--- src/rtl/frac_line_feeder_pkg.sv ---
// Shared definitions for the fractional-search pixel interface: state encoding,
// default geometry (also used by the search engine) and the per-block beat count.
package frac_line_feeder_pkg;

    localparam int FLF_TAPS   = 8;
    localparam int FLF_BLK_H  = 8;
    localparam int FLF_FILT_W = 128;
    localparam int FLF_REF_W  = 64;
    localparam int FLF_AW     = 10;
    localparam int FLF_BEATS  = FLF_TAPS + FLF_BLK_H - 1;

    typedef enum logic [1:0] {
        IDLE    = 2'd0,
        PREFILL = 2'd1,
        STREAM  = 2'd2,
        DRAIN   = 2'd3
    } state_t;

endpackage

--- src/rtl/frac_feed_fifo.sv ---
// Two-entry synchronous FIFO that absorbs the one-cycle line-memory latency.
// Async active-low reset; i_clr flushes all entries.
module frac_feed_fifo
    import frac_line_feeder_pkg::*;
#(
    parameter int W = FLF_FILT_W + FLF_REF_W + 2
) (
    input  logic         clk,
    input  logic         rst_n,
    input  logic         i_clr,
    input  logic         i_push,
    input  logic [W-1:0] i_push_data,
    input  logic         i_pop,
    output logic [W-1:0] o_head,
    output logic [1:0]   o_count
);

    logic [W-1:0] r_mem [2];
    logic         r_wr_ptr;
    logic         r_rd_ptr;
    logic [1:0]   r_count;

    // Producer never pushes into a full FIFO and consumer never pops an empty one.
    always_ff @(posedge clk or negedge rst_n) begin
        if (!rst_n) begin
            r_mem[0] <= '0;
            r_mem[1] <= '0;
            r_wr_ptr <= 1'b0;
            r_rd_ptr <= 1'b0;
            r_count  <= 2'd0;
        end else if (i_clr) begin
            r_wr_ptr <= 1'b0;
            r_rd_ptr <= 1'b0;
            r_count  <= 2'd0;
        end else begin
            if (i_push) begin
                r_mem[r_wr_ptr] <= i_push_data;
                r_wr_ptr        <= ~r_wr_ptr;
            end
            if (i_pop) begin
                r_rd_ptr <= ~r_rd_ptr;
            end
            r_count <= r_count + {1'b0, i_push} - {1'b0, i_pop};
        end
    end

    assign o_head  = r_mem[r_rd_ptr];
    assign o_count = r_count;

endmodule

--- src/rtl/frac_line_feeder.sv ---
// Streams TAPS-1 filter-only prefill beats then BLK_H filter+reference beats per block.
// Optional FRAC_FEED_ABORT_EN adds an abort input that drops the block and returns to IDLE.
// Handshake: a beat transfers on a rising edge where out_valid && out_ready; while
// out_valid is high and out_ready low, the beat and out_valid are held unchanged.
module frac_line_feeder
    import frac_line_feeder_pkg::*;
#(
    parameter int TAPS   = FLF_TAPS,
    parameter int BLK_H  = FLF_BLK_H,
    parameter int FILT_W = FLF_FILT_W,
    parameter int REF_W  = FLF_REF_W,
    parameter int AW     = FLF_AW
) (
    input  logic              clk,
    input  logic              reset,
    input  logic              start,
`ifdef FRAC_FEED_ABORT_EN
    input  logic              abort,
`endif
    input  logic [AW-1:0]     filt_base,
    input  logic [AW-1:0]     ref_base,
    output logic              busy,
    output logic              done,
    output logic              filt_rd,
    output logic [AW-1:0]     filt_addr,
    input  logic [FILT_W-1:0] filt_data,
    output logic              ref_rd,
    output logic [AW-1:0]     ref_addr,
    input  logic [REF_W-1:0]  ref_data,
    output logic [FILT_W-1:0] filter_pix,
    output logic [REF_W-1:0]  ref_pix,
    output logic              out_valid,
    output logic              ref_valid,
    output logic              out_last,
    input  logic              out_ready,
    output logic [1:0]        dbg_state
);

    localparam int CW    = $clog2(TAPS + BLK_H);
    localparam int BEATS = TAPS + BLK_H - 1;
    localparam int EW    = FILT_W + REF_W + 2;
    localparam logic [AW-1:0] PRE_OFS = AW'(TAPS - 1);

    state_t        r_state;
    state_t        w_next;
    logic [AW-1:0] r_filt_base;
    logic [AW-1:0] r_ref_base;
    logic [CW-1:0] r_cnt;
    logic          r_infl;
    logic          r_infl_ref;
    logic          r_infl_last;
    logic          w_abort;
    logic          w_start_ok;
    logic          w_issue;
    logic          w_room;
    logic          w_pop;
    logic          w_push;
    logic          w_done;
    logic [1:0]    w_count;
    logic [EW-1:0] w_head;
    logic [EW-1:0] w_push_data;

`ifdef FRAC_FEED_ABORT_EN
    assign w_abort    = abort && (r_state != IDLE);
    assign w_start_ok = start && !abort;
`else
    assign w_abort    = 1'b0;
    assign w_start_ok = start;
`endif

    // A slot freed by this cycle's pop may be claimed by this cycle's read.
    assign out_valid = (w_count != 2'd0);
    assign w_pop     = out_valid && out_ready;
    assign w_room    = ({1'b0, w_count} + {2'b00, r_infl}) < (3'd2 + {2'b00, w_pop});
    assign w_issue   = ((r_state == PREFILL) || (r_state == STREAM)) && w_room && !w_abort;

    always_comb begin
        w_next = r_state;
        w_done = 1'b0;
        case (r_state)
            IDLE:    if (w_start_ok) w_next = PREFILL;
            PREFILL: if (w_issue && (r_cnt == CW'(TAPS - 2))) w_next = STREAM;
            STREAM:  if (w_issue && (r_cnt == CW'(BEATS - 1))) w_next = DRAIN;
            DRAIN: begin
                if ((w_count == 2'd0) && !r_infl) begin
                    w_done = 1'b1;
                    w_next = IDLE;
                end
            end
            default: w_next = IDLE;
        endcase
        if (w_abort) begin
            w_next = IDLE;
            w_done = 1'b0;
        end
    end

    always_ff @(posedge clk or negedge reset) begin
        if (!reset) begin
            r_state     <= IDLE;
            r_filt_base <= '0;
            r_ref_base  <= '0;
            r_cnt       <= '0;
            r_infl      <= 1'b0;
            r_infl_ref  <= 1'b0;
            r_infl_last <= 1'b0;
        end else begin
            r_state <= w_next;
            if ((r_state == IDLE) && w_start_ok) begin
                r_filt_base <= filt_base;
                r_ref_base  <= ref_base;
                r_cnt       <= '0;
            end else if (w_issue) begin
                r_cnt <= r_cnt + CW'(1);
            end
            r_infl      <= w_issue;
            r_infl_ref  <= (r_state == STREAM);
            r_infl_last <= (r_cnt == CW'(BEATS - 1));
        end
    end

    // Data returning for an aborted block is dropped rather than queued.
    assign w_push      = r_infl && !w_abort;
    assign w_push_data = {filt_data, (r_infl_ref ? ref_data : {REF_W{1'b0}}), r_infl_ref, r_infl_last};

    frac_feed_fifo #(.W(EW)) u_fifo (
        .clk         (clk),
        .rst_n       (reset),
        .i_clr       (w_abort),
        .i_push      (w_push),
        .i_push_data (w_push_data),
        .i_pop       (w_pop),
        .o_head      (w_head),
        .o_count     (w_count)
    );

    assign filter_pix = out_valid ? w_head[EW-1 -: FILT_W] : '0;
    assign ref_pix    = out_valid ? w_head[REF_W+1 -: REF_W] : '0;
    assign ref_valid  = out_valid && w_head[1];
    assign out_last   = out_valid && w_head[0];

    assign filt_rd   = w_issue;
    assign filt_addr = w_issue ? (r_filt_base + AW'(r_cnt)) : '0;
    assign ref_rd    = w_issue && (r_state == STREAM);
    assign ref_addr  = ref_rd ? (r_ref_base + AW'(r_cnt) - PRE_OFS) : '0;

    assign busy      = (r_state != IDLE);
    assign done      = w_done;
    assign dbg_state = r_state;

endmodule

--- config.mk ---
export PLATFORM = sky130hd
export DESIGN_NAME = frac_line_feeder
export DESIGN_NICKNAME = d
export VERILOG_FILES = /design/src/rtl/frac_line_feeder_pkg.sv /design/src/rtl/frac_feed_fifo.sv /design/src/rtl/frac_line_feeder.sv
export SDC_FILE = /design/constraint.sdc
export NUM_CORES = 1
export LEC_CHECK = 0
export BUFFER_PORTS_ARGS = -buffer_cell sky130_fd_sc_hd__buf_2
export CORE_ASPECT_RATIO = 1.25
export CORE_MARGIN = 3
export CORE_UTILIZATION = 25
export DETAILED_ROUTE_END_ITERATION = 12
export PLACE_DENSITY = 0.51
export SYNTH_ARGS = -nofsm -noshare
export SYNTH_HDL_FRONTEND = slang
export SYNTH_SLANG_ARGS = --single-unit
--- constraint.sdc ---
create_clock -name clk -period 5.7 [get_ports clk]
set_input_delay 1.14 -clock clk [delete_from_list [all_inputs] [get_ports clk]]
set_output_delay 1.14 -clock clk [all_outputs]
set_load 0.005 [all_outputs]
# After elaboration in Yosys (flattened, before gate mapping)

Index checks and enable logic that the tools add are counted.

Input port bits: 216
Register bits after elaboration: 421
Output and inout bits: 221

Reductions and logical operators: 18
$add $sub $neg: 8
Eq/ne operators: 9
Order comparisons: 4
Bitwise logic cells: 4
Muxes and demuxes: 20

Operator list:

| kind                                                | number |
|---|---|
| 2-to-1 mux 194 bit                                  | 4 |
| bitwise mux 388 bit                                 | 1 |
| demux 194 bit (select 1 bit)                        | 1 |
| 2-to-1 mux 128 bit                                  | 1 |
| 2-to-1 mux 64 bit                                   | 2 |
| adder 10 x 4 -> 10 bit                              | 2 |
| 2-to-1 mux 10 bit                                   | 2 |
| logical AND 1 bit                                   | 10 |
| subtractor 10 x 3 -> 10 bit (second input constant) | 1 |
| 2-to-1 mux 2 bit                                    | 4 |
| 2-to-1 mux 4 bit                                    | 2 |
| one-hot mux 2 bit (4 select lines)                  | 1 |
| != test 2 bit (second input constant)               | 3 |
| nonzero test 2 bit                                  | 3 |
| adder 4 x 1 -> 4 bit (second input constant)        | 1 |
| == test 2 bit (second input constant)               | 2 |
| == test 4 x 3 -> 1 bit (second input constant)      | 1 |
| == test 4 bit (second input constant)               | 1 |
| >= comparator 2 bit (second input constant)         | 2 |
| zero test 2 bit                                     | 2 |
| NOT 1 -> 2 bit                                      | 2 |
| AND reduction 4 bit                                 | 1 |
| adder 2 x 1 -> 3 bit                                | 1 |
| adder 2 x 1 -> 3 bit (first input constant)         | 1 |
| other kinds (10)                                    | 12 |

# Depth between registers and ports, before layout

Gate-level depths: netlist (run 1).

Depth in word-level cells: 8
Mapped depth: 9

# Hierarchy

A second synthesis (run 1) with hierarchy kept.

Cells, all modules: 1542
Area, all modules: 20627.3 µm²

Modules (own cells, without submodules):

| module           | cells an instance | seq. area each (µm²) | instances | area an instance (µm²) |
|---|---|---|---|---|
| frac_feed_fifo   | 1051              | 9809.4               | 1         | 16852.4 |
| frac_line_feeder | 491               | 725.7                | 1         | 3774.9 |

# Least setup slack after synthesis (run 1)

No wires, ideal clock.

Kind: reg2out
Start point: reg r_cnt[1]
End point: out ref_addr[9]
Path buffers: 0
Setup slack: 2.315 ns
Arrival time: 2.245 ns
Cell stages (with the launch flop): 8
Cells stage by stage: dfrtp_1 ha_1 ha_1 fa_1 a211oi_1 o21ai_0 a31oi_1 mux2i_1

Word-level cells in the longest chain between the ends: 3

RTL lines:

| element                     | line                    | RTL |
|---|---|---|
| from (decl)                 | frac_line_feeder.sv:48  | `logic [CW-1:0] r_cnt;` |
| from (signal assigned)      | frac_line_feeder.sv:114 | `r_cnt <= r_cnt + CW'(1);` |
| adder 10 x 4 -> 10 bit      | frac_line_feeder.sv:145 | `assign ref_addr = ref_rd ? (r_ref_base + AW'(r_cnt) - PRE_OFS) : '0;` |
| subtractor 10 x 3 -> 10 bit | frac_line_feeder.sv:145 |  |
| 2-to-1 mux 10 bit           | frac_line_feeder.sv:145 |  |
| to (decl)                   | frac_line_feeder.sv:28  | `output logic [AW-1:0] ref_addr,` |

No other way between the ends.

# Worst setup path in the final report (run 1)

Ends and elaborated chain as after synthesis.

==> results of run 1 <==
layer usage:
layer | up-vias | global-route usage, % | share of wire [%]
li1 | 7292 | - | -
met1 | 7564 | 16.3 | 41
met2 | 370 | 24.0 | 50
met3 | 103 | 2.88 | 5.0
met4 | 2 | 7.16 | 4.3
met5 | - | 0 | 0.022
registers in the layout (all words and copies together) (netlist names):
| signal | cells |
|---|---|
| r_cnt | 4 |
| r_filt_base | 10 |
| r_infl_last | 1 |
| u_fifo.r_rd_ptr | 1 |
| r_infl | 1 |
| r_ref_base | 10 |
| u_fifo.o_count | 2 |
| dbg_state | 2 |
| u_fifo.r_mem | 388 |
| r_infl_ref | 1 |
| u_fifo.r_wr_ptr | 1 |
placed cells by master (no fill, tap or decap), types with 5 or more instances in the layout:
| cell type | n |
|---|---|
| sky130_fd_sc_hd__nand2_1 | 597 |
| sky130_fd_sc_hd__buf_2 | 435 |
| sky130_fd_sc_hd__dfrtp_1 | 419 |
| sky130_fd_sc_hd__nor2_1 | 203 |
| sky130_fd_sc_hd__mux2i_1 | 199 |
| sky130_fd_sc_hd__o21ai_0 | 129 |
| sky130_fd_sc_hd__mux2_2 | 82 |
| sky130_fd_sc_hd__mux2_1 | 57 |
| sky130_fd_sc_hd__clkbuf_16 | 47 |
| sky130_fd_sc_hd__inv_1 | 32 |
| sky130_fd_sc_hd__ha_1 | 27 |
| sky130_fd_sc_hd__o21ai_1 | 18 |
| sky130_fd_sc_hd__diode_2 | 14 |
| sky130_fd_sc_hd__clkbuf_8 | 14 |
| sky130_fd_sc_hd__a21oi_1 | 10 |
| sky130_fd_sc_hd__buf_12 | 10 |
| sky130_fd_sc_hd__clkbuf_1 | 9 |
| sky130_fd_sc_hd__a211oi_1 | 8 |
| sky130_fd_sc_hd__clkinv_2 | 8 |
| sky130_fd_sc_hd__buf_4 | 8 |
| sky130_fd_sc_hd__nor3_1 | 7 |
| sky130_fd_sc_hd__nor2b_1 | 5 |
| sky130_fd_sc_hd__or4_1 | 5 |
| sky130_fd_sc_hd__xnor2_1 | 5 |
| sky130_fd_sc_hd__and3_1 | 5 |
through the flow:
step	hold slack (ns)	power (mW)	instance area, µm²	utilization (%)	setup WS (ns)
floorplan	0.435	9.72	19600	-	2.32
global placement	0.456	12.4	22800	29.4	1.86
detailed placement	0.461	12.6	22800	29.4	1.78
CTS	0.476	15.8	24300	31.4	1.14
global route	0.490	16.7	24300	31.4	0.878
finish	0.471	15.5	24300	31.4	1.16
where the power goes:
group / internal, mW / switching [mW] / leakage [nW]
logic: 3.00 / 4.06 / 6.41
clock network: 1.78 / 1.24 / 0.755
registers: 4.51 / 0.878 / 5.23
total: 9.28 / 6.17 / 12.4
cells in the mapped netlist, types with 2 or more instances:
cell type / number / share of area, %
sky130_fd_sc_hd__nand2_1: 597 / 11
sky130_fd_sc_hd__dfrtp_1: 421 / 54
sky130_fd_sc_hd__nor2_1: 204 / 3.9
sky130_fd_sc_hd__mux2i_1: 199 / 10
sky130_fd_sc_hd__o21ai_0: 129 / 3.3
sky130_fd_sc_hd__mux2_2: 82 / 4.7
sky130_fd_sc_hd__buf_2: 66 / 1.7
sky130_fd_sc_hd__mux2_1: 57 / 3.3
sky130_fd_sc_hd__clkbuf_1: 51 / 0.98
sky130_fd_sc_hd__inv_1: 32 / 0.61
sky130_fd_sc_hd__ha_1: 27 / 1.7
sky130_fd_sc_hd__o21ai_1: 18 / 0.46
sky130_fd_sc_hd__a21oi_1: 10 / 0.26
sky130_fd_sc_hd__a211oi_1: 8 / 0.31
sky130_fd_sc_hd__nor3_1: 7 / 0.18
sky130_fd_sc_hd__nor2b_1: 6 / 0.19
sky130_fd_sc_hd__and3_1: 5 / 0.16
sky130_fd_sc_hd__buf_1: 5 / 0.096
sky130_fd_sc_hd__buf_6: 5 / 0.29
sky130_fd_sc_hd__or4_1: 5 / 0.19
sky130_fd_sc_hd__xnor2_1: 5 / 0.22
sky130_fd_sc_hd__a21o_1: 4 / 0.15
sky130_fd_sc_hd__and2_1: 4 / 0.13
sky130_fd_sc_hd__nand3_1: 4 / 0.10
sky130_fd_sc_hd__nand4_1: 4 / 0.13
sky130_fd_sc_hd__or3_1: 4 / 0.13
sky130_fd_sc_hd__nand2b_1: 3 / 0.096
sky130_fd_sc_hd__xor2_1: 3 / 0.13
sky130_fd_sc_hd__a2111oi_0: 2 / 0.089
sky130_fd_sc_hd__a311oi_1: 2 / 0.089
sky130_fd_sc_hd__a31oi_1: 2 / 0.064
sky130_fd_sc_hd__fa_1: 2 / 0.20
sky130_fd_sc_hd__o21a_1: 2 / 0.077
sky130_fd_sc_hd__o21ai_2: 2 / 0.089
sky130_fd_sc_hd__o21bai_1: 2 / 0.077
sky130_fd_sc_hd__o31ai_1: 2 / 0.077
cell type report:
| class | instances | area (µm²) |
|---|---|---|
| Antenna cell | 14 | 35.0 |
| Clock buffer | 70 | 1400 |
| Clock inverter | 12 | 116 |
| Fill cell | 8134 | 53100 |
| Inverter | 32 | 120 |
| Multi-Input combinational cell | 1411 | 8370 |
| Sequential cell | 421 | 10500 |
| Tap cell | 1044 | 1310 |
| Timing Repair Buffer | 454 | 2450 |
worst reg2reg max path: cells and delay by family, from the launching register on:
kind | cells | cell delay [ns]
AND/OR/NAND/NOR | 2 | 1.21
flip-flops | 1 | 0.54
adder cells (fa/ha/maj) | 2 | 0.48
buffers and inverters | 1 | 0.24
AO/OA/AOI/OAI | 1 | 0.15
worst paths after layout:
path                                    from                 to  slack [ns]  cells after the start
hold reg to reg            u_fifo.r_mem[260]  u_fifo.r_mem[260]        0.47                      2
min in group asynchronous              reset   u_fifo.r_mem[26]        0.57                      1
hold / removal             u_fifo.r_mem[260]  u_fifo.r_mem[260]        0.47                      2
setup / recovery                    r_cnt[1]        ref_addr[9]        1.16                      8
setup reg to reg                      r_infl           r_cnt[1]        2.92                      6
max in group asynchronous              reset  u_fifo.r_mem[116]        3.87                      2
logic make-up (layout without fill, tap and decap cells):
group	count (synthesis)	in the layout
compound gates	189	189
buf+inv	159	568
flops	421	421
simple gates	847	847
fa+ha+maj	29	29
mux	338	338
xor+xnor	8	8
other cells	0	14
==> results_tabular.tex, run 1 <==
\begin{tabular}{lr}
\hline
Metric & Value \\
\hline
\multicolumn{2}{l}{\textbf{Global route}} \\
\quad Overall routing resource usage & 13.9\% \\
\quad Pin count of the biggest net entering global routing & 131 \\
\quad Antenna violations before repair & 15 \\
\quad Wire length of the first global-routing pass & 91.4 mm \\
\quad Overflow after GRT & 0 \\
\quad Via count of the first global-routing pass & 16.1k \\
\multicolumn{2}{l}{\textbf{Place}} \\
\quad Final HPWL from detailed placement & 39.2 mm \\
\quad Input/output buffers & 436 \\
\quad Cell total after placement & 3362 \\
\quad Final weighted congestion in routability-driven placement & 0.840 \\
\multicolumn{2}{l}{\textbf{Drt}} \\
\quad Routed Wire Length & 58.4 mm \\
\quad Vias per inst & 4.43 \\
\quad Antenna violation net count after detailed routing & 0 \\
\quad DRC & 0 \\
\quad Iteration-0 DRC count of the detailed router & 847 \\
\quad Total iterations of the first detailed-routing run & 5 \\
\quad Routed wire length per instance & 16.9 µm \\
\quad Vias after detailed routing & 15.3k \\
\multicolumn{2}{l}{\textbf{STA}} \\
\quad Finish-stage setup viols & 0 \\
\quad Number of pins with negative max-slew slack in the final report & 0 \\
\quad Period utilisation layout & 79.7\% \\
\quad Number of hold violations in the final report & 0 \\
\quad Actual transition at the worst max-transition pin & 1.14 ns \\
\quad Aggregate negative setup slack & 0 ns \\
\quad Setup Skew & 0.0132 ns \\
\quad Setup repair after global routing missed its margin & false \\
\quad F\_max & 220 MHz \\
\quad Post-route minimum period & 4.54 ns \\
\quad Slew HR & 24.2\% \\
\multicolumn{2}{l}{\textbf{Clock network}} \\
\quad Number of clock sinks & 421 \\
\quad Total clock buffers created by CTS & 47 \\
\quad CTS tree & yes \\
\quad Count of hold-fix buffers inserted at cts & 0 \\
\quad Clock slew at the register clock pins of the worst setup and hold paths & 0.05 ns \\
\quad Resized cells post-CTS & 0 \\
\quad H-tree levels & 2 \\
\quad Root Buffer Master & sky130\_fd\_sc\_hd\_\_clkbuf\_16 \\
\quad Buffer count from post-CTS setup fixing & 0 \\
\quad Latest clock arrival within the worst-skew pair & 0.58 ns \\
\quad Maximum count of clock buffers along a single path & 3 \\
\multicolumn{2}{l}{\textbf{Power}} \\
\quad Pwr/cell area & 635 nW/µm² \\
\quad IR drop worst, VDD & 363 µV \\
\quad Static Leakage & 12.4 nW \\
\multicolumn{2}{l}{\textbf{Final layout}} \\
\quad Post-layout instance count excluding filler cells & 3458 \\
\quad Area growth from synthesis to layout & 24.3\% \\
\quad Net count, final & 2612 \\
\quad Ratio of cells with drive above 1 in the final layout & 25.7\% \\
\multicolumn{2}{l}{\textbf{Floorplanning}} \\
\quad Horiz. Die Dim & 256 µm \\
\quad Starting Density & 25.3\% \\
\quad Area of the die & 81800 µm² \\
\quad CORE AREA & 77500 µm² \\
\quad Placement Rows & 114 \\
\quad Io pins & 437 \\
\quad Die height & 319 µm \\
\multicolumn{2}{l}{\textbf{Yosys}} \\
\quad Dominant combinational cell family by area after synthesis & multiplexers \\
\quad Sequential fraction of the synthesis area & 53.8\% \\
\quad Most frequently used flop master after synthesis & sky130\_fd\_sc\_hd\_\_dfrtp\_1 \\
\quad Post-Syn Nets & 2236 \\
\quad Synth Area in Adders & 1.93\% \\
\quad Share of the synthesized netlist area taken by xor and xnor gates & 0.358\% \\
\quad Number of instances in the synthesized netlist & 1991 \\
\quad Synth warn & 0 \\
\quad Avg Inst Size Synth & 9.84 µm² \\
\quad Synth unique cells & 46 \\
\quad Total of flip-flops plus latches after synthesis & 421 \\
\quad Fraction of registers with async set/reset & 100\% \\
\quad Number of synthesized flops with an enable pin & 0 \\
\quad Post-synthesis instance area & 19600 µm² \\
\quad Post-synthesis share of cell area spent on and, or, nand and nor gates & 16.8\% \\
\quad Fraction of synthesized area in multiplexers & 18.2\% \\
\quad Complex-gate fraction of the synthesized area & 5.32\% \\
\multicolumn{2}{l}{\textbf{Worst setup path}} \\
\quad Data arrival time of the worst path & 3.40 ns \\
\quad Crit-path max FO & 7 \\
\quad Slowest CP cell & sky130\_fd\_sc\_hd\_\_fa\_1 \\
\quad Biggest cell delay along the critical path & 0.51 ns \\
\quad Launching element type of the critical path & register \\
\quad Most frequent CP cell & sky130\_fd\_sc\_hd\_\_ha\_1 \\
\quad Cell-by-cell trace of the critical path & ha\_1 -> ha\_1 -> fa\_1 -> a211oi\_1 -> o21ai\_0 -> a31oi\_1 -> mux2i\_1 -> buf\_2 \\
\quad Capturing element type of the critical path & primary output \\
\quad Top cell family by delay on the critical path & adder cells \\
\quad Worst endpoint required time & 4.56 ns \\
\quad Buf+Inv Stages, Crit Path & 1 \\
\quad Kind of critical path & reg2out \\
\multicolumn{2}{l}{\textbf{Run}} \\
\quad Number of max-capacitance violations reported & 0 \\
\multicolumn{2}{l}{\textbf{Worst hold path}} \\
\quad Worst hold-check path type & reg2reg \\
\multicolumn{2}{l}{\textbf{Run status}} \\
\quad Outcome & finished, final reports clean \\
\hline
\end{tabular}
(Power assumes the default switching activity.)
==> run 2: changes to the inputs <==
--- a/config.mk
+++ b/config.mk
@@ -10,7 +10,7 @@
 export CORE_MARGIN = 3
 export CORE_UTILIZATION = 25
 export DETAILED_ROUTE_END_ITERATION = 12
-export PLACE_DENSITY = 0.51
+export PLACE_DENSITY = 0.52
 export SYNTH_ARGS = -nofsm -noshare
 export SYNTH_HDL_FRONTEND = slang
 export SYNTH_SLANG_ARGS = --single-unit
==> constraint.sdc (replaced) <==
create_clock -name clk -period 4.15 [get_ports clk]
set_input_delay 0.83 -clock clk [delete_from_list [all_inputs] [get_ports clk]]
set_output_delay 0.83 -clock clk [all_outputs]
set_load 0.005 [all_outputs]
==> results_tabular.tex, run 2 (synthesis results as in run 1) <==
\begin{tabular}{lr}
\hline
Metric & Value \\
\hline
\multicolumn{2}{l}{\textbf{Run status}} \\
\quad Outcome & finished, final reports clean \\
\multicolumn{2}{l}{\textbf{Drt}} \\
\quad Total iterations of the first detailed-routing run & 4 \\
\quad Vias after detailed routing & 15.2k \\
\quad Antenna violation net count after detailed routing & 0 \\
\quad DRC & 0 \\
\quad Vias per inst & 4.35 \\
\quad Routed Wire Length & 56.9 mm \\
\quad Routed wire length per instance & 16.3 µm \\
\quad Iteration-0 DRC count of the detailed router & 808 \\
\multicolumn{2}{l}{\textbf{Floorplanning}} \\
\quad Starting Density & 25.3\% \\
\quad Area of the die & 81800 µm² \\
\quad Die height & 319 µm \\
\quad Horiz. Die Dim & 256 µm \\
\quad CORE AREA & 77500 µm² \\
\quad Placement Rows & 114 \\
\quad Io pins & 437 \\
\multicolumn{2}{l}{\textbf{Place}} \\
\quad Placement-stage cell area & 23100 µm² \\
\quad Final weighted congestion in routability-driven placement & 0.799 \\
\quad Final HPWL from detailed placement & 39.3 mm \\
\quad Post-place setup slack & 0.759 ns \\
\quad Input/output buffers & 436 \\
\quad Cell total after placement & 3390 \\
\multicolumn{2}{l}{\textbf{Worst setup path}} \\
\quad Kind of critical path & reg2out \\
\quad Crit-path max FO & 7 \\
\quad Worst endpoint required time & 3.32 ns \\
\quad Launching element type of the critical path & register \\
\quad Capturing element type of the critical path & primary output \\
\quad Data arrival time of the worst path & 3.17 ns \\
\multicolumn{2}{l}{\textbf{Final layout}} \\
\quad Highest-count cells in the layout ignoring fill and taps & sky130\_fd\_sc\_hd\_\_nand2\_1, sky130\_fd\_sc\_hd\_\_buf\_2, sky130\_fd\_sc\_hd\_\_dfrtp\_1 \\
\quad Largest registers & u\_fifo.r\_mem x388, r\_filt\_base x10, r\_ref\_base x10 \\
\quad Area growth from synthesis to layout & 25.9\% \\
\quad Post-layout instance area & 24700 µm² \\
\quad Post-layout instance count excluding filler cells & 3485 \\
\quad Ratio of cells with drive above 1 in the final layout & 26.5\% \\
\quad Most flops, register & u\_fifo.r\_mem \\
\quad Net count, final & 2641 \\
\quad Max FFs per register & 388 \\
\quad End-of-flow core utilization & 31.8\% \\
\quad Most common cell after layout, fill and taps aside & sky130\_fd\_sc\_hd\_\_nand2\_1 \\
\multicolumn{2}{l}{\textbf{Clock network}} \\
\quad Maximum count of clock buffers along a single path & 3 \\
\quad Buffer count from post-CTS setup fixing & 0 \\
\quad Clock slew at the register clock pins of the worst setup and hold paths & 0.06 ns \\
\quad CTS tree & yes \\
\quad Count of hold-fix buffers inserted at cts & 0 \\
\quad Root Buffer Master & sky130\_fd\_sc\_hd\_\_clkbuf\_16 \\
\quad Resized cells post-CTS & 0 \\
\quad Latest clock arrival within the worst-skew pair & 0.59 ns \\
\quad Number of clock sinks & 421 \\
\quad H-tree levels & 2 \\
\quad Total clock buffers created by CTS & 48 \\
\multicolumn{2}{l}{\textbf{Power}} \\
\quad Power, Total & 21.4 mW \\
\quad Pwr/cell area & 866 nW/µm² \\
\quad Static Leakage & 12.6 nW \\
\quad IR drop worst, VDD & 420 µV \\
\multicolumn{2}{l}{\textbf{STA}} \\
\quad Period utilisation layout & 96.3\% \\
\quad F\_max & 250 MHz \\
\quad Post-route minimum period & 4.00 ns \\
\quad Actual transition at the worst max-transition pin & 0.902 ns \\
\quad Setup Skew & 0.0240 ns \\
\quad Aggregate negative setup slack & 0 ns \\
\quad Number of pins with negative max-slew slack in the final report & 0 \\
\quad Worst setup margin & 0.154 ns \\
\quad Finish-stage setup viols & 0 \\
\quad Setup repair after global routing missed its margin & false \\
\quad Worst Hold Slack & 0.257 ns \\
\quad Slew HR & 39.8\% \\
\quad Number of hold violations in the final report & 0 \\
\multicolumn{2}{l}{\textbf{Global route}} \\
\quad Overall routing resource usage & 13.6\% \\
\quad Antenna violations before repair & 10 \\
\quad Wire length of the first global-routing pass & 89.7 mm \\
\quad Overflow after GRT & 0 \\
\quad Via count of the first global-routing pass & 15.7k \\
\quad Pin count of the biggest net entering global routing & 95 \\
\multicolumn{2}{l}{\textbf{Run}} \\
\quad Number of max-capacitance violations reported & 0 \\
\multicolumn{2}{l}{\textbf{Worst hold path}} \\
\quad Worst hold-check path type & in2async \\
\hline
\end{tabular}
[run 2: final cells by class]
cell class / instances / area, µm²
fillers: 8253 / 52800
flip-flops and latches: 421 / 10500
multi-input cells: 1411 / 8370
repair buffers: 482 / 2730
clock buffers: 71 / 1420
well taps: 1044 / 1310
clock inverters: 14 / 146
inverters: 32 / 120
diodes: 10 / 25.0
[run 2: per-layer routing]
layer / wire [µm] / global-route usage (%) / part of all wire, % / vias to the layer above
li1: - / - / - / 7388
met4: 1760 / 5.21 / 3.1 / 2
met1: 23400 / 16.2 / 41 / 7360
met5: 9 / 0 / 0.016 / -
met3: 2500 / 2.37 / 4.4 / 81
met2: 29300 / 24.5 / 51 / 323
[run 2: worst max-delay path, stage by stage, from the launching register on]
cell	delay, ns
sky130_fd_sc_hd__dfrtp_1	0.46
sky130_fd_sc_hd__ha_1	0.31
sky130_fd_sc_hd__ha_1	0.23
sky130_fd_sc_hd__fa_1	0.48
sky130_fd_sc_hd__a211oi_1	0.37
sky130_fd_sc_hd__o21ai_0	0.15
sky130_fd_sc_hd__a31oi_1	0.21
sky130_fd_sc_hd__mux2i_1	0.23
sky130_fd_sc_hd__buf_2	0.15
[run 2: path summary, 6_finish.rpt]
path	start	end	slack [ns]	cells past startpoint
setup / recovery	r_cnt[1]	ref_addr[9]	0.15	8
hold reg to reg	u_fifo.r_mem[374]	u_fifo.r_mem[374]	0.47	2
hold / removal	reset	u_fifo.r_mem[27]	0.26	1
setup reg to reg	r_infl	r_cnt[1]	1.87	5
min in group clk	filt_data[66]	u_fifo.r_mem[326]	0.44	3
max in group asynchronous	reset	u_fifo.r_mem[338]	2.89	2
[run 2: where the power goes]
part	total, mW	switching [mW]	leakage [nW]	internal [mW]
logic	9.68	5.42	6.57	4.26
registers	7.42	1.23	5.23	6.19
clock network	4.26	1.76	0.763	2.49
==> run 3: changes to the inputs <==
--- a/config.mk
+++ b/config.mk
@@ -8,9 +8,9 @@
 export BUFFER_PORTS_ARGS = -buffer_cell sky130_fd_sc_hd__buf_2
 export CORE_ASPECT_RATIO = 1.25
 export CORE_MARGIN = 3
-export CORE_UTILIZATION = 25
+export CORE_UTILIZATION = 35
 export DETAILED_ROUTE_END_ITERATION = 12
-export PLACE_DENSITY = 0.52
+export PLACE_DENSITY = 0.66
 export SYNTH_ARGS = -nofsm -noshare
 export SYNTH_HDL_FRONTEND = slang
 export SYNTH_SLANG_ARGS = --single-unit
==> constraint.sdc (replaced) <==
create_clock -name clk -period 4.15 [get_ports clk]
set_input_delay 0.83 -clock clk [delete_from_list [all_inputs] [get_ports clk]]
set_output_delay 0.83 -clock clk [all_outputs]
set_load 0.1 [all_outputs]
==> results_tabular.tex, run 3 (synthesis results as in run 1) <==
\begin{tabular}{lr}
\hline
Metric & Value \\
\hline
\multicolumn{2}{l}{\textbf{Floorplanning}} \\
\quad Io pins & 437 \\
\quad Die height & 271 µm \\
\quad Placement Rows & 96 \\
\quad Horiz. Die Dim & 218 µm \\
\quad CORE AREA & 55100 µm² \\
\quad Area of the die & 58900 µm² \\
\quad Starting Density & 35.5\% \\
\multicolumn{2}{l}{\textbf{Drt}} \\
\quad Vias after detailed routing & 15.5k \\
\quad Routed Wire Length & 54.4 mm \\
\quad Vias per inst & 4.90 \\
\quad Iteration-0 DRC count of the detailed router & 952 \\
\quad DRC & 0 \\
\quad Met2 wire length & 28.1 mm \\
\quad Met1 Wirelength & 21.7 mm \\
\quad Routed wire length per instance & 17.2 µm \\
\quad Total iterations of the first detailed-routing run & 5 \\
\quad Antenna violation net count after detailed routing & 0 \\
\quad Highest signal layer in the routed design & met5 \\
\quad Detailed-routed wire length on met3 & 2.60 mm \\
\multicolumn{2}{l}{\textbf{Worst setup path}} \\
\quad Cell-by-cell trace of the critical path & inv\_2 -> ha\_1 -> inv\_1 -> ha\_2 -> fa\_2 -> a211oi\_2 -> o21ai\_0 -> a31oi\_1 -> mux2i\_2 -> buf\_6 \\
\quad Slowest CP cell & sky130\_fd\_sc\_hd\_\_dfrtp\_1 \\
\quad Top cell family by delay on the critical path & adder cells \\
\quad Worst endpoint required time & 3.32 ns \\
\quad Biggest cell delay along the critical path & 0.43 ns \\
\quad Launching element type of the critical path & register \\
\quad Crit-path max FO & 5 \\
\quad Data arrival time of the worst path & 3.17 ns \\
\quad Capturing element type of the critical path & primary output \\
\quad Kind of critical path & reg2out \\
\quad Buf+Inv Stages, Crit Path & 3 \\
\multicolumn{2}{l}{\textbf{Place}} \\
\quad Final HPWL from detailed placement & 37.1 mm \\
\quad Placement-stage cell area & 22600 µm² \\
\quad Final weighted congestion in routability-driven placement & 0.906 \\
\quad Input/output buffers & 436 \\
\multicolumn{2}{l}{\textbf{STA}} \\
\quad Period utilisation layout & 96.4\% \\
\quad Actual transition at the worst max-transition pin & 1.02 ns \\
\quad Number of pins with negative max-slew slack in the final report & 0 \\
\quad Setup repair after global routing missed its margin & false \\
\quad Setup Skew & 0.0118 ns \\
\quad Aggregate negative setup slack & 0 ns \\
\quad Worst Hold Slack & 0.296 ns \\
\quad F\_max & 250 MHz \\
\quad Slew HR & 32.3\% \\
\quad Post-route minimum period & 4.00 ns \\
\quad Number of hold violations in the final report & 0 \\
\quad Finish-stage setup viols & 0 \\
\multicolumn{2}{l}{\textbf{Final layout}} \\
\quad Net count, final & 2630 \\
\quad Area growth from synthesis to layout & 23.8\% \\
\quad Ratio of cells with drive above 1 in the final layout & 27.1\% \\
\quad Max FFs per register & 388 \\
\quad Multi-input logic area & 8430 µm² \\
\quad Highest-count cells in the layout ignoring fill and taps & sky130\_fd\_sc\_hd\_\_nand2\_1, sky130\_fd\_sc\_hd\_\_buf\_2, sky130\_fd\_sc\_hd\_\_dfrtp\_1 \\
\quad Storage cell area & 10500 µm² \\
\quad Most common cell after layout, fill and taps aside & sky130\_fd\_sc\_hd\_\_nand2\_1 \\
\quad Largest registers & u\_fifo.r\_mem x388, r\_filt\_base x10, r\_ref\_base x10 \\
\quad Most flops, register & u\_fifo.r\_mem \\
\quad Number of inserted filler cells in the final layout & 5299 \\
\quad Post-layout instance area & 24300 µm² \\
\multicolumn{2}{l}{\textbf{Clock network}} \\
\quad Latest clock arrival within the worst-skew pair & 0.56 ns \\
\quad Maximum count of clock buffers along a single path & 3 \\
\quad Clock slew at the register clock pins of the worst setup and hold paths & 0.06 ns \\
\quad Count of hold-fix buffers inserted at cts & 0 \\
\quad CTS tree & yes \\
\quad Total clock buffers created by CTS & 46 \\
\quad H-tree levels & 2 \\
\quad Root Buffer Master & sky130\_fd\_sc\_hd\_\_clkbuf\_16 \\
\quad Number of clock sinks & 421 \\
\multicolumn{2}{l}{\textbf{Global route}} \\
\quad Pin count of the biggest net entering global routing & 136 \\
\quad Overflow after GRT & 0 \\
\quad Wire length of the first global-routing pass & 86.2 mm \\
\quad Antenna violations before repair & 13 \\
\quad Overall routing resource usage & 18.0\% \\
\quad Via count of the first global-routing pass & 15.9k \\
\multicolumn{2}{l}{\textbf{Worst hold path}} \\
\quad Worst hold-check path type & in2async \\
\multicolumn{2}{l}{\textbf{Run status}} \\
\quad Outcome & finished, final reports clean \\
\multicolumn{2}{l}{\textbf{Run}} \\
\quad Number of max-capacitance violations reported & 0 \\
\hline
\end{tabular}
run 3: cell count changes in the layout (fill, tap and decap cells not counted), sizes merged:
cell	previous run	this run
clkinvlp	3	0
clkbuf	71	69
bufinv	2	4
diode	10	11
buf	482	473
run 3: worst paths after layout:
check                           slack (ns)          start           endpoint  cells after the start
worst min-delay path                  0.30          reset   u_fifo.r_mem[25]                      1
worst max-delay path                  0.15       r_cnt[0]        ref_addr[9]                     10
max in group asynchronous             2.82          reset  u_fifo.r_mem[289]                      2
worst min register to register        0.46    r_infl_last  u_fifo.r_mem[194]                      2
worst max register to register        1.79         r_infl   u_fifo.r_mem[74]                      3
min in group clk                      0.46  filt_data[24]  u_fifo.r_mem[284]                      3
run 3: final cells by class:
type | count | area share (%)
Clock buffer | 69 | 5.81
Inverter | 32 | 0.495
Tap cell | 735 | 3.79
Sequential cell | 421 | 43.5
Clock inverter | 13 | 0.800
Multi-Input combinational cell | 1411 | 34.8
Antenna cell | 11 | 0.114
Timing Repair Buffer | 473 | 10.8
run 3: stage by stage:
step / utilization (%) / worst slack (ns) / std cells
final: 44.0 / 0.150 / 3165
after global routing: 44.0 / 0.00278 / 3164
after CTS: 43.9 / 0.0451 / 3154
after detailed placement: 41.0 / 0.289 / 3071
after global placement: 41.0 / 0.432 / 3071
after floorplan: - / -0.749 / 1991
run 3: metal layers:
layer	vias up	track usage [%]
met5	-	0
li1	7360	-
met1	7634	21.5
met4	4	7.14
met3	130	3.28
met2	393	32.1
run 3: timing repair:
| action | CTS | global route |
|---|---|---|
| resized for setup | 6 | 3 |
| pin swaps | 3 | 1 |
| endpoints found under the setup margin | 2 | 3 |
| setup buffers | 1 | 0 |
| cloned | 0 | 0 |
Power of run 3 is not shown: default switching activity piles up to over one toggle a cycle in this logic, so the estimate is an artifact.
